<file path="src/rtl/led_scan_pkg.sv">
// Shared definitions for the LED matrix scanner: scan FSM states, matrix geometry
// and the anode bit-order helper.
package led_scan_pkg;

    localparam int NUM_LINES = 8;
    localparam int NUM_SLOTS = 8;

    typedef enum logic {
        ST_BLANK = 1'b0,
        ST_SLOT  = 1'b1
    } scan_state_e;

    // Anode pins are wired MSB-first: pixel 0 of a line lands on row[7].
    function automatic logic [7:0] bit_reverse8(input logic [7:0] d);
        logic [7:0] r;
        for (int i = 0; i < 8; i++) begin
            r[i] = d[7-i];
        end
        return r;
    endfunction

endpackage

</file>
<file path="src/rtl/led_scan_timer.sv">
// Scan sequencer: per line a blanking interval followed by eight brightness slots,
// lines 0..7 in turn. Held at line 0 / BLANK / count 0 while disabled.
module led_scan_timer
    import led_scan_pkg::*;
#(
    parameter int SLOT_CYCLES  = 32,
    parameter int BLANK_CYCLES = 4
) (
    input  logic       clk,
    input  logic       rst,
    input  logic       i_en,
    output logic [2:0] o_line,
    output logic [2:0] o_slot,
    output logic       o_blank,
    output logic       o_line_end,
    output logic       o_wrap,
    output logic       o_frame_first
);

    localparam int MAXC  = (SLOT_CYCLES > BLANK_CYCLES) ? SLOT_CYCLES : BLANK_CYCLES;
    localparam int CYC_W = (MAXC > 1) ? $clog2(MAXC) : 1;
    localparam logic [CYC_W-1:0] BLANK_LAST = CYC_W'(BLANK_CYCLES - 1);
    localparam logic [CYC_W-1:0] SLOT_LAST  = CYC_W'(SLOT_CYCLES - 1);
    localparam logic [2:0]       SLOT_MAX   = 3'(NUM_SLOTS - 1);
    localparam logic [2:0]       LINE_MAX   = 3'(NUM_LINES - 1);

    scan_state_e      r_state;
    scan_state_e      w_state_nxt;
    logic [CYC_W-1:0] r_cyc;
    logic [CYC_W-1:0] w_cyc_nxt;
    logic [2:0]       r_slot;
    logic [2:0]       w_slot_nxt;
    logic [2:0]       r_line;
    logic [2:0]       w_line_nxt;
    logic             w_line_end;

    always_ff @(posedge clk) begin
        if (rst || !i_en) begin
            r_state <= ST_BLANK;
            r_cyc   <= '0;
            r_slot  <= '0;
            r_line  <= '0;
        end else begin
            r_state <= w_state_nxt;
            r_cyc   <= w_cyc_nxt;
            r_slot  <= w_slot_nxt;
            r_line  <= w_line_nxt;
        end
    end

    always_comb begin
        w_state_nxt = r_state;
        w_cyc_nxt   = r_cyc + 1'b1;
        w_slot_nxt  = r_slot;
        w_line_nxt  = r_line;
        w_line_end  = 1'b0;
        case (r_state)
            ST_BLANK: begin
                if (r_cyc == BLANK_LAST) begin
                    w_state_nxt = ST_SLOT;
                    w_cyc_nxt   = '0;
                    w_slot_nxt  = '0;
                end
            end
            ST_SLOT: begin
                if (r_cyc == SLOT_LAST) begin
                    w_cyc_nxt = '0;
                    if (r_slot == SLOT_MAX) begin
                        // Last slot of the line: next line, 3-bit index wraps 7 -> 0.
                        w_state_nxt = ST_BLANK;
                        w_slot_nxt  = '0;
                        w_line_nxt  = r_line + 1'b1;
                        w_line_end  = 1'b1;
                    end else begin
                        w_slot_nxt = r_slot + 1'b1;
                    end
                end
            end
            default: begin
                w_state_nxt = ST_BLANK;
                w_cyc_nxt   = '0;
            end
        endcase
    end

    assign o_line        = r_line;
    assign o_slot        = r_slot;
    assign o_blank       = (r_state == ST_BLANK);
    assign o_line_end    = w_line_end && i_en;
    assign o_wrap        = w_line_end && i_en && (r_line == LINE_MAX);
    assign o_frame_first = i_en && (r_state == ST_BLANK) && (r_cyc == '0) && (r_line == '0);

endmodule

</file>
<file path="src/rtl/led_matrix_scan.sv">
// 8x8 LED matrix scanner with double-buffered frames, per-line PWM brightness
// and anti-ghost blanking. Row/col/frame_start are registered at the pins.
module led_matrix_scan
    import led_scan_pkg::*;
#(
    parameter int SLOT_CYCLES  = 32,
    parameter int BLANK_CYCLES = 4
) (
    input  logic        clk,
    input  logic        rst,
    input  logic        en,
    input  logic [63:0] frame_data,
    input  logic        frame_valid,
    output logic        frame_ready,
    input  logic [2:0]  brightness,
    output logic [7:0]  row,
    output logic [7:0]  col,
    output logic        frame_start
);

    logic [63:0] r_active;
    logic [63:0] r_shadow;
    logic        r_pending;
    logic [2:0]  r_bright;
    logic [7:0]  r_row;
    logic [7:0]  r_col;
    logic        r_frame_start;

    logic [2:0]  w_line;
    logic [2:0]  w_slot;
    logic        w_blank;
    logic        w_line_end;
    logic        w_wrap;
    logic        w_frame_first;
    logic        w_accept;
    logic        w_swap;
    logic        w_lit;
    logic [7:0]  w_line_byte;

    led_scan_timer #(
        .SLOT_CYCLES  (SLOT_CYCLES),
        .BLANK_CYCLES (BLANK_CYCLES)
    ) u_timer (
        .clk           (clk),
        .rst           (rst),
        .i_en          (en),
        .o_line        (w_line),
        .o_slot        (w_slot),
        .o_blank       (w_blank),
        .o_line_end    (w_line_end),
        .o_wrap        (w_wrap),
        .o_frame_first (w_frame_first)
    );

    assign frame_ready = !r_pending;
    assign w_accept    = frame_valid && !r_pending;
    // Swap only at a frame boundary, or immediately while the display is dark.
    assign w_swap      = r_pending && (w_wrap || !en);

    always_ff @(posedge clk) begin
        if (rst) begin
            r_active  <= '0;
            r_shadow  <= '0;
            r_pending <= 1'b0;
        end else if (w_accept) begin
            r_shadow  <= frame_data;
            r_pending <= 1'b1;
        end else if (w_swap) begin
            r_active  <= r_shadow;
            r_pending <= 1'b0;
        end
    end

    // Brightness is latched as each line's blanking begins so a line never changes mid-PWM.
    always_ff @(posedge clk) begin
        if (rst || !en || w_line_end) begin
            r_bright <= brightness;
        end
    end

    assign w_line_byte = r_active[{w_line, 3'b000} +: 8];
    assign w_lit       = !w_blank && (w_slot <= r_bright);

    always_ff @(posedge clk) begin
        if (rst || !en) begin
            r_col         <= 8'hFF;
            r_row         <= 8'h00;
            r_frame_start <= 1'b0;
        end else begin
            r_frame_start <= w_frame_first;
            if (w_lit) begin
                r_col <= ~(8'h80 >> w_line);
                r_row <= bit_reverse8(w_line_byte);
            end else begin
                r_col <= 8'hFF;
                r_row <= 8'h00;
            end
        end
    end

    assign row         = r_row;
    assign col         = r_col;
    assign frame_start = r_frame_start;

endmodule

</file>
<file path="config.mk">
export PLATFORM = sky130hd
export DESIGN_NAME = led_matrix_scan
export DESIGN_NICKNAME = d
export VERILOG_FILES = /design/src/rtl/led_scan_pkg.sv /design/src/rtl/led_scan_timer.sv /design/src/rtl/led_matrix_scan.sv
export SDC_FILE = /design/constraint.sdc
export NUM_CORES = 1
export LEC_CHECK = 0
export ABC_AREA = 1
export CAP_MARGIN = 20
export CORE_AREA = 4 4 127 141
export CTS_CLUSTER_DIAMETER = 120
export CTS_CLUSTER_SIZE = 8
export DETAILED_ROUTE_END_ITERATION = 7
export DIE_AREA = 0 0 131 145
export GPL_TIMING_DRIVEN = 0
export SYNTH_ARGS = -nofsm -noshare
export SYNTH_HDL_FRONTEND = slang
export SYNTH_HIERARCHICAL = 1
export SYNTH_SLANG_ARGS = --single-unit
</file>
<file path="constraint.sdc">
create_clock -name clk -period 2.1 [get_ports clk]
set_input_delay 0.315 -clock clk [delete_from_list [all_inputs] [get_ports clk]]
set_output_delay 0.315 -clock clk [all_outputs]
set_load 0.02 [all_outputs]
</file>
[After elaboration in Yosys (flattened, before gate mapping)]
Cells that the tools add are included.
Cells by class
  muxes and demuxes: 16
  bitwise operators: 4
  reductions and logical operators: 20
  equality and inequality tests: 6
  order comparisons: 1
  $add $sub $neg: 3
  shifts and indexed selects: 2
Operators by type and width (number)
  64-bit by 7-bit variable part select with 8-bit output: 1
  5-bit two-way mux: 2
  5-bit case mux with 2 select lines: 1
  3-bit two-way mux: 3
  1-bit logical AND: 8
  1-bit two-way mux: 8
  8-bit inverter: 1
  8-bit by 3-bit >> shifter with 8-bit output, first input constant: 1
  3-bit by 1-bit adder with 3-bit output, second input constant: 2
  3-bit equality test, second input constant: 2
  3-bit case mux with 2 select lines: 1
  5-bit by 1-bit adder with 5-bit output, second input constant: 1
  5-bit by 2-bit equality test with 1-bit output, second input constant: 1
  5-bit equality test, second input constant: 1
  5-bit logical NOT: 1
  2-bit inequality test, second input constant: 2
  2-bit AND reduction: 2
  3-bit less-or-equal comparator: 1
  3-bit logical NOT: 1
  1-bit logical OR: 3
  1-bit inverter: 3
  3-bit AND reduction: 1
  1-bit logical NOT: 2
  1-bit case mux with 2 select lines: 1
  2 further kinds: 2
Storage, ports and cells
  input bits: 71
  bits in registers: 161

[Logic depth before layout (Yosys ltp)]
Gate-level depths: netlist of the first run.
  depth in word-level cells: 10
  mapped depth: 12

[Hierarchy]
Netlist of the first run, hierarchy kept.
By module, submodules not included
  led_matrix_scan: area an instance 5815.6 um^2, cells an instance 795, times used 1
  led_scan_timer: area an instance 654.4 um^2, cells an instance 73, times used 1

[Worst setup path before layout of the first run]
Ideal clock, no wire load.
  kind: flip-flop to flip-flop
  start point: register u_timer.r_cyc[0]
  end point: register r_active[10]
  setup slack: 174 ps
  stages on the path, launching flop included: 13
  library setup time: 116 ps
  data arrival time: 1810 ps
  path buffers: 1
  clock period less this slack: 1926 ps
  cell sequence: dfxtp_1 ha_1 inv_1 nor2_1 ha_1 nand3_2 nor3b_2 inv_1 a21oi_4 inv_2 buf_2 nor2_1 nor2_1
On the way
  longest elaborated chain between the ends: 8
RTL lines
  start, declared: line led_scan_timer.sv:29  | logic [CYC_W-1:0] r_cyc;
  start signal, assigned: line led_scan_timer.sv:45  | r_cyc <= w_cyc_nxt;
  5-bit equality test: line led_scan_timer.sv:66  | if (r_cyc == SLOT_LAST) begin
  1-bit two-way mux: line led_scan_timer.sv:66
  1-bit two-way mux: line led_scan_timer.sv:57  | case (r_state)
  1-bit logical AND (2 in a row): line led_scan_timer.sv:90  | assign o_wrap = w_line_end && i_en && (r_line == LINE_MAX);
  net w_wrap: line led_matrix_scan.sv:33  | logic w_wrap;
  1-bit logical OR: line led_matrix_scan.sv:58  | assign w_swap = r_pending && (w_wrap || !en);
  1-bit logical AND: line led_matrix_scan.sv:58
  2-bit AND reduction (no line)
  end signal, assigned: line led_matrix_scan.sv:69  | r_active <= r_shadow;
  end, declared: line led_matrix_scan.sv:21  | logic [63:0] r_active;
The timed path passes the listed nets, and every way through them passes these cells.
A chain may end at the register's enable or synchronous reset.

[Final worst setup path of the first run]
  start point: register u_timer.r_cyc[1]
  end point: register r_active[18]
Same word-level chain as after synthesis.

==> summary.txt, run 1 <==
GRT
  – Grt total ovfl: 0
  – Initial antenna violation count: 0
  – Via count of the first global-routing pass: 5388
  – Largest net degree at the start of global routing: 17
  – Total track usage: 0.174
  – First-pass GRT wire length: 26400 um

Die
  – Starting Density: 0.395
  – Die height: 145 um
  – Core area: 16400 um2
  – FP Rows: 49
  – Die X: 131 um
  – Die area: 19000 um2
  – Ports: 89

Timing
  – Slew Viols, Final: 0
  – Final worst-path cycle share: 0.981
  – RSZ-0062 raised after global routing: yes
  – FMAX: 486 MHz
  – Final setup viols: 0
  – Fin worst setup slack: 40.6 ps
  – Final Critical Period: 2060 ps
  – Hold Fails Final Rpt: 0
  – Final Skew: 11.7 ps
  – Worst slew margin: 0.685
  – Worst slew pin tran: 473 ps
  – Post-route setup TNS: 0 ps

Min path
  – Worst hold path type: input pin to flip-flop
  – Worst hold start: brightness[2]
  – Hold Path Sink: r_bright[2]$_DFFE_PP_
  – WHS Path Cells: 1

Worst setup path
  – CP top delay family: buffers and inverters
  – Worst path arrival time: 2380 ps
  – Slowest CP cell: dfxtp_2
  – Worst path required time: 2420 ps
  – Crit Path Class: flip-flop to flip-flop
  – R2R Setup Slk: 40 ps
  – Buf+Inv Stages, Crit Path: 5
  – CP cell instances: ha_4, inv_2, nor2_1, ha_2, nand3_4, nor3b_2, inv_1, a21oi_4, buf_12, clkinvlp_4, buf_6, nor2_2, nor2_1
  – Crit path launch type: flip-flop
  – FF-to-FF End: r_active[18]$_SDFFE_PP0P_
  – Worst Reg2Reg Path Length in Cells: 13
  – CP max stage delay: 360 ps
  – CP Capture Type: flip-flop
  – CP max FO: 5
  – Reg-to-Reg Start: u_timer/r_cyc[1]$_SDFF_PP0_
  – Cell mode on critical path: nor2_1

Place
  – Pre-CTS setup slack: -245 ps
  – HPWL after DPL: 11400 um
  – Placed standard-cell area: 7610 um2
  – Inst Count DP: 1160
  – GP Congestion: 0.789
  – IO buf count: 88

Clock network
  – Worst-path clk slew: 60 ps
  – Clock Latency Late Sink: 430 ps
  – Root Driver: clkbuf_16
  – CTS H-tree lvls: 4
  – Max Root-Sink Buffers: 2
  – Clock Sinks: 161
  – TritonCTS buffer count: 17
  – CTS tree: built

Synthesis
  – Top cells by area, synth: dfxtp_1, nor2_1, nand2_1
  – Most common cell in the netlist: nor2_1
  – Post-synth net total: 950
  – Synth Flop Type: dfxtp_1
  – Compound-gate portion of the synthesized area: 0.118
  – Multiplexer area fraction after synthesis: 0
  – Asr flop ratio synth: 0
  – Largest family of logic cells by synthesized area: simple AND/OR/NAND/NOR gates
  – Cell taking the most area after synthesis: dfxtp_1
  – Synth cell types: 31
  – FF+latch count, synth: 161
  – Number of flops mapped to enable cells by yosys: 3
  – Ys Warns: 6
  – Most frequent cells after synthesis: nor2_1, nand2_1, dfxtp_1, o21ai_0, o21ai_1
  – Syn Std Cell Area: 6470 um2
  – Sequential area share after synthesis: 0.503
  – Top-area cell type share of the netlist area: 0.489
  – Avg Synthesized Cell Area: 7.45 um2
  – Post-Synth Adder-Cell Area: 0.0213
  – XOR/XNOR share of the synthesized area: 0.00271
  – Syn Inst Count: 868
  – Simple-Gate Fraction of Synth Area: 0.292

Detailed routing
  – Antenna Violating Nets Remaining: 0
  – Vias: 5599
  – Router iterations before antenna repair: 5
  – Drc violations: 0
  – DR vias/cell: 4.65
  – Routed WL: 16100 um
  – 1st-iter DRT viols: 292
  – DR WL/cell: 13.3 um

Layout
  – Fin cells: 1205
  – Post-route cell area: 8480 um2
  – Area delta synth->final: 31.1%
  – Final Net Count: 1071
  – Antenna diodes: 0
  – Share of cells above drive strength 1: 0.143
  – Fillers: 1653

Power
  – Lkg Pwr: 0.00368 uW
  – Power per cell area: 826 nW/um2
  – Total power: 7010 uW
  – VDD IR max: 0.000563 V

Run
  – Maxcap violations: 0

Run status
  – Status: finished, final reports clean
[where the power goes]
| part | total, uW | leakage [uW] | internal, uW | switching, uW |
|---|---|---|---|---|
| combinational | 700 | 0.00208 | 332 | 369 |
| sequential | 3360 | 0.00133 | 3250 | 110 |
| clock | 2950 | 0.000271 | 1750 | 1200 |
| total | 7010 | 0.00368 | 5330 | 1680 |
[worst register-to-register path: stages, from the launching register on]
cell,delay [ps]
dfxtp_2,360
ha_4,140
inv_2,40
nor2_1,100
ha_2,210
nand3_4,80
nor3b_2,180
inv_1,80
a21oi_4,140
buf_12,140
clkinvlp_4,160
buf_6,190
nor2_2,80
nor2_1,50
[cells in the final DEF, fill, tap and decap left out, types with 2 or more instances in the layout]
| cell type | instances |
|---|---|
| nand2_2 | 3 |
| nor2_4 | 10 |
| clkinvlp_4 | 4 |
| inv_1 | 14 |
| buf_6 | 9 |
| buf_8 | 4 |
| nand4_1 | 10 |
| nor2_2 | 24 |
| dfxtp_2 | 3 |
| clkinv_4 | 3 |
| clkdlybuf4s50_1 | 88 |
| o21ai_0 | 93 |
| clkbuf_1 | 15 |
| edfxtp_1 | 3 |
| inv_2 | 6 |
| nor2_1 | 240 |
| nand2_1 | 172 |
| nand3_4 | 3 |
| buf_12 | 2 |
| o21ai_1 | 38 |
| dfxtp_1 | 155 |
| buf_4 | 19 |
| ha_1 | 9 |
| clkbuf_16 | 17 |
| clkbuf_8 | 4 |
| clkinv_2 | 2 |
| o21ai_2 | 3 |
| a21oi_1 | 13 |
| nand3_1 | 5 |
| buf_2 | 18 |
[flip-flops by register name, summed over array words and instances, names as in the netlist]
register,flops
r_active,64
row,8
r_pending,1
col,8
r_bright,3
u_timer/r_state,1
u_timer/o_line,3
u_timer/o_slot,3
u_timer/r_cyc,5
r_shadow,64
frame_start,1
[logic make-up (layout without fill, tap and decap cells)]
kind of cell,after synthesis,count (layout)
xor+xnor,2,2
fa+ha+maj,11,11
flops,161,161
simple gates,470,470
compound gates,149,149
buf+inv,75,208
[through the flow]
stage | hold WS [ps] | util
floorplan | 414 | -
global placement | 459 | 0.465
detailed placement | 462 | 0.465
CTS | 432 | 0.508
global route | 445 | 0.518
finish | 458 | 0.518
[worst max path at each step]
stage | from | to | slack (ps) | cells after the start
final | u_timer/r_cyc[1]$_SDFF_PP0_ | r_active[18]$_SDFFE_PP0P_ | 40 | 13
after global routing | u_timer/r_cyc[1]$_SDFF_PP0_ | r_active[20]$_SDFFE_PP0P_ | -40 | 13
after CTS | u_timer/r_cyc[0]$_SDFF_PP0_ | r_active[20]$_SDFFE_PP0P_ | 3 | 12
after detailed placement | u_timer/r_cyc[0]$_SDFF_PP0_ | r_active[55]$_SDFFE_PP0P_ | -240 | 12
after global placement | u_timer/r_cyc[0]$_SDFF_PP0_ | r_active[55]$_SDFFE_PP0P_ | -230 | 12
after floorplan | u_timer/r_cyc[0]$_SDFF_PP0_ | r_active[10]$_SDFFE_PP0P_ | 170 | 12
[what timing repair did]
| item | CTS | global route |
|---|---|---|
| endpoints found under the hold margin | 0 | 0 |
| buffers inserted | 6 | 6 |
| gates resized for setup | 29 | 36 |
| endpoints found under the setup margin | 62 | 64 |
| hold buffers | 0 | 0 |
| pin swaps | 2 | 11 |
| gates cloned | 2 | 0 |
[per-layer routing]
layer / global-route usage / wire length [um]
met3: 0.0360 / 618
met5: 0 / 0
met1: 0.236 / 7680
met4: 0.0607 / 163
met2: 0.273 / 7600
[area by class of cell]
type	instances	area, um2	share of cell area
buffer	52	365	0.0431
clock buffer	23	488	0.0575
clock inverter	8	80.1	0.00944
inverter	23	93.8	0.0111
multi-input combinational	632	2940	0.346
sequential	161	3260	0.384
tap	204	255	0.0301
timing repair buffer	101	998	0.118
timing repair inverter	1	7.51	0.000885
Note: power is estimated with default switching activity, not from simulation.
==> run 2, diff against run 1 <==
Settings changed: CORE_AREA 4 4 127 141 to 4 4 135 150, DIE_AREA 0 0 131 145 to 0 0 139 154.
==> summary.txt, run 2 (synthesis gave the netlist of run 1 again) <==
Power
  – Total internal power: 5370 uW
  – Power share of the sequential group: 0.472
  – VDD IR max: 0.000504 V
  – Power per cell area: 819 nW/um2
  – Switch Pwr: 1750 uW
  – Switching share of power: 0.246
  – Logic pwr share: 0.105
  – Lkg Pwr: 0.00377 uW
  – Share of total power in the clock network: 0.423

Detailed routing
  – Router iterations before antenna repair: 4
  – DR vias/cell: 4.52
  – Vias: 5674
  – Routed WL: 16800 um
  – DR WL/cell: 13.4 um
  – Antenna Violating Nets Remaining: 0
  – 1st-iter DRT viols: 294
  – Drc violations: 0

Timing
  – Worst slew margin: 0.647
  – Final Hold Slack: 448 ps
  – FMAX: 495 MHz
  – RSZ-0062 raised after global routing: yes
  – Final Critical Period: 2020 ps
  – Fin worst setup slack: 79.0 ps
  – Final Skew: 9.72 ps
  – Post-route setup TNS: 0 ps
  – Final worst-path cycle share: 0.962
  – Final setup viols: 0
  – Worst slew pin tran: 529 ps
  – Slew Viols, Final: 0
  – Hold Fails Final Rpt: 0

Die
  – FP Rows: 53
  – Ports: 89
  – Core area: 18800 um2
  – Starting Density: 0.344
  – Die height: 154 um
  – Die area: 21400 um2
  – Die X: 139 um

Worst setup path
  – Crit Path Class: flip-flop to flip-flop
  – CP cell instances: ha_4, inv_2, nor2_2, ha_2, nand3_4, nor3b_2, inv_1, a21oi_4, buf_12, clkbuf_16, clkbuf_16, o21ai_2, nor2_1
  – Critical path origin: u_timer/r_cyc[1]$_SDFF_PP0_
  – CP top delay family: buffers and inverters
  – Cell mode on critical path: clkbuf_16
  – CP Capture Type: flip-flop
  – Worst path arrival time: 2390 ps
  – Crit path launch type: flip-flop
  – Slowest CP cell: dfxtp_2
  – CP max stage delay: 360 ps
  – Reg-to-Reg Start: u_timer/r_cyc[1]$_SDFF_PP0_
  – CP max FO: 6
  – Buf+Inv Stages, Crit Path: 5
  – Worst path required time: 2470 ps

Layout
  – Final Net Count: 1077
  – Antenna diodes: 0
  – Share of cells above drive strength 1: 0.139
  – Commonest non-fill, non-tap cell in the layout: nor2_1
  – Area delta synth->final: 34.4%
  – Most frequent cells in the layout: nor2_1, nand2_1, dfxtp_1, clkdlybuf4s50_1, o21ai_0
  – Post-layout utilization of the core: 0.462
  – Top Registers: r_active (64), r_shadow (64)
  – Post-route cell area: 8690 um2

Clock network
  – Clock Sinks: 161
  – CTS tree: built
  – CTS H-tree lvls: 4
  – Root Driver: clkbuf_16
  – TritonCTS buffer count: 17
  – Worst-path clk slew: 60 ps
  – Max Root-Sink Buffers: 2
  – Clock Latency Late Sink: 440 ps

Run
  – Maxcap violations: 0

GRT
  – Largest net degree at the start of global routing: 17
  – Total track usage: 0.153
  – Via count of the first global-routing pass: 5495
  – Initial antenna violation count: 0
  – First-pass GRT wire length: 26400 um
  – Grt total ovfl: 0

Place
  – Pre-CTS setup slack: -265 ps
  – GP Congestion: 0.823
  – HPWL after DPL: 11500 um
  – IO buf count: 88
  – Placed standard-cell area: 7660 um2

Min path
  – Worst hold path type: input pin to flip-flop
  – Worst hold start: brightness[0]

Run status
  – Status: finished, final reports clean
-- run 2: cell types whose count changed in the layout (fill, tap and decap cells not counted), moves of 4 or more --
cell       change
nor2_4         -8
o21ai_1        -4
clkbuf_16      +8
buf_4          -5
o21ai_2       +10
nor2_1        +20
clkbuf_8       -4
o21ai_0        -6
nor2_2        -12
-- run 2: worst paths after layout --
| check | cells past startpoint | endpoint | slack, ps |
|---|---|---|---|
| hold / removal | 1 | r_bright[0]$_DFFE_PP_ | 450 |
| setup reg to reg | 13 | r_active[61]$_SDFFE_PP0P_ | 80 |
| hold reg to reg | 1 | u_timer/o_slot[0]$_SDFFE_PP0P_ | 470 |
| setup / recovery | 13 | r_active[61]$_SDFFE_PP0P_ | 80 |
-- run 2: timing repair --
item,CTS,global route
setup buffers,5,5
setup endpoints to repair,63,65
hold buffers,0,0
pin swaps,1,16
cloned,0,11
gates resized for setup,17,45
-- run 2: power by group through the flow --
stage / sequential, uW / combinational, uW / clock (uW)
after floorplan: 3390 / 403 / 0
after global placement: 3420 / 652 / 0
after detailed placement: 3420 / 655 / 0
after CTS: 3350 / 672 / 3080
after global routing: 3380 / 844 / 3200
final: 3360 / 747 / 3010
-- run 2: area by class of cell --
type,instances,area (um2)
timing repair buffer,107,1170
tap,247,309
timing repair inverter,2,12.5
fill,1946,10100
buffer,51,387
clock inverter,12,136
multi-input combinational,632,2890
clock buffer,19,433
inverter,23,98.8
sequential,161,3260
-- run 2: routing by layer --
metal / GRT usage / wire, um / up-vias
met1: 0.195 / 8010 / 2545
met4: 0.0587 / 272 / 0
met5: 0 / 0 / -
met2: 0.255 / 7980 / 96
met3: 0.0295 / 526 / 20
li1: - / - / 3013
-- run 2: metrics by stage --
step           total power, uW  instances
2_1_floorplan             3790        868
3_3_place_gp              4070       1203
3_5_place_dp              4070       1203
4_1_cts                   7110       1239
5_1_grt                   7420       1254
6_report                  7120       1254
==> run 3, diff against run 2 <==
Settings changed: CORE_AREA 4 4 135 150 to 4 4 119 132, CTS_CLUSTER_SIZE 8 to 12, DIE_AREA 0 0 139 154 to 0 0 123 136, PLACE_DENSITY from default to 0.7.
==> summary.txt, run 3 (synthesis gave the netlist of run 1 again) <==
Clock network
  – CTS H-tree lvls: 4
  – CTS tree: built
  – Worst-path clk slew: 60 ps
  – Clock Latency Late Sink: 430 ps
  – # hold bufs at CTS: 0
  – Max Root-Sink Buffers: 2
  – TritonCTS buffer count: 17
  – Root Driver: clkbuf_16
  – Clock Sinks: 161

Min path
  – WHS Path Cells: 1
  – Hold Path Sink: r_bright[0]$_DFFE_PP_
  – Worst hold start: brightness[0]
  – Worst hold path type: input pin to flip-flop

Layout
  – Fin cells: 1189
  – Final Net Count: 1066
  – Fillers: 1351
  – Antenna diodes: 0
  – Commonest non-fill, non-tap cell in the layout: nor2_1
  – Share of cells above drive strength 1: 0.114
  – Area of the multi-input gates: 2850 um2
  – Most frequent cells in the layout: nor2_1, nand2_1, dfxtp_1, o21ai_0, clkdlybuf4s50_1
  – Area delta synth->final: 30.1%
  – Flip-flop and latch area: 3260 um2
  – Top Registers: r_active (64), r_shadow (64)

Detailed routing
  – Top Metal Used: met4
  – DR vias/cell: 4.79
  – 1st-iter DRT viols: 376
  – Routed WL: 15600 um
  – Met1 WL: 7160 um
  – DR WL/cell: 13.1 um
  – Router iterations before antenna repair: 4
  – Drc violations: 0
  – Antenna Violating Nets Remaining: 0
  – Routed wire length on met3: 669 um
  – Wire length on met2: 7480 um
  – Vias: 5700

Run
  – Maxcap violations: 0

GRT
  – Via count of the first global-routing pass: 5456
  – Initial antenna violation count: 0
  – First-pass GRT wire length: 25200 um
  – Largest net degree at the start of global routing: 17
  – Total track usage: 0.192
  – Grt total ovfl: 0

Die
  – Core area: 14300 um2
  – Die height: 136 um
  – Starting Density: 0.451
  – Die area: 16700 um2
  – Die X: 123 um
  – FP Rows: 46
  – Ports: 89

Timing
  – Fin worst setup slack: 106 ps
  – Final Hold Slack: 459 ps
  – Final setup viols: 0
  – Final Skew: 8.51 ps
  – FMAX: 502 MHz
  – Final worst-path cycle share: 0.949
  – Post-route setup TNS: 0 ps
  – Slew Viols, Final: 0
  – Hold Fails Final Rpt: 0
  – Final Critical Period: 1990 ps
  – Worst slew margin: 0.688
  – Worst slew pin tran: 468 ps

Worst setup path
  – CP Capture Type: flip-flop
  – Reg-to-Reg Start: u_timer/r_cyc[1]$_SDFF_PP0_
  – CP max FO: 10
  – Worst path arrival time: 2310 ps
  – Crit Path Class: flip-flop to flip-flop
  – Worst path required time: 2420 ps
  – Crit path launch type: flip-flop
  – FF-to-FF End: r_active[58]$_SDFFE_PP0P_
  – R2R Setup Slk: 110 ps
  – Worst Reg2Reg Path Length in Cells: 13

Place
  – IO buf count: 88
  – HPWL after DPL: 11000 um
  – GP Congestion: 0.814
  – Inst Count DP: 1148
  – Pre-CTS setup slack: -227 ps

Run status
  – Status: finished, final reports clean

Power
  – Power per cell area: 857 nW/um2
  – VDD IR max: 0.000613 V
  – Lkg Pwr: 0.00371 uW
## run 3: changes by cell type in the layout (fill, tap and decap cells not counted), sizes merged
| cell | before | now |
|---|---|---|
| clkbuf | 40 | 38 |
| clkinvlp | 6 | 2 |
| buf | 49 | 46 |
| inv | 25 | 21 |
| clkinv | 4 | 6 |
| bufinv | 2 | 3 |
## run 3: critical path, stage by stage, from the launching register on
cell and delay (ps):
dfxtp_2 360, ha_4 140, inv_1 60, nor2_2 130, ha_4 170, nand3_4 80
nor3b_2 160, inv_1 80, a21oi_4 150, buf_12 140, inv_6 60, buf_6 140
nor2_1 150, nor2_1 60
## run 3: worst max-delay path by stage
| stage | end | from | slack, ps | cells after the start |
|---|---|---|---|---|
| 2_1_floorplan | r_active[10]$_SDFFE_PP0P_ | u_timer/r_cyc[0]$_SDFF_PP0_ | 170 | 12 |
| 3_3_place_gp | r_active[55]$_SDFFE_PP0P_ | u_timer/r_cyc[0]$_SDFF_PP0_ | -190 | 12 |
| 3_5_place_dp | r_active[58]$_SDFFE_PP0P_ | u_timer/r_cyc[0]$_SDFF_PP0_ | -230 | 12 |
| 4_1_cts | r_active[45]$_SDFFE_PP0P_ | u_timer/r_cyc[1]$_SDFF_PP0_ | 20 | 12 |
| 5_1_grt | r_active[34]$_SDFFE_PP0P_ | u_timer/r_cyc[1]$_SDFF_PP0_ | -30 | 13 |
| 6_report | r_active[58]$_SDFFE_PP0P_ | u_timer/r_cyc[1]$_SDFF_PP0_ | 110 | 13 |
## run 3: final cells by class
type,count,share of cell area
Buffer,52,0.0433
Clock buffer,23,0.0580
Clock inverter,9,0.0153
Inverter,23,0.0114
Multi-Input combinational cell,632,0.338
Sequential cell,161,0.387
Tap cell,192,0.0285
Timing Repair Buffer,97,0.118
## run 3: stage by stage
stage | utilization | power [uW] | area [um2]
global route | 0.587 | 7520 | 8420
floorplan | - | 3790 | 6470
CTS | 0.581 | 7270 | 8330
detailed placement | 0.530 | 4070 | 7590
finish | 0.587 | 7220 | 8420
global placement | 0.530 | 4050 | 7590
## run 3: power by group
part,internal (uW),leakage (uW),switching [uW],total [uW]
logic,329,0.00208,360,689
registers,3250,0.00133,101,3360
clock network,1990,0.000299,1180,3170
total,5570,0.00371,1640,7220
## run 3: timing repair
action	4_1_cts	5_1_grt
pin swaps	2	4
resized for setup	24	5
buffers inserted	5	1
setup endpoints to repair	64	64
gates cloned	1	2
endpoints found under the hold margin	0	0
## run 3: routing by layer
layer  vias to the layer above  track usage
li1                       2990            -
met1                      2564        0.240
met2                       123        0.324
met3                        23       0.0395
met4                         0       0.0769
met5                         -            0
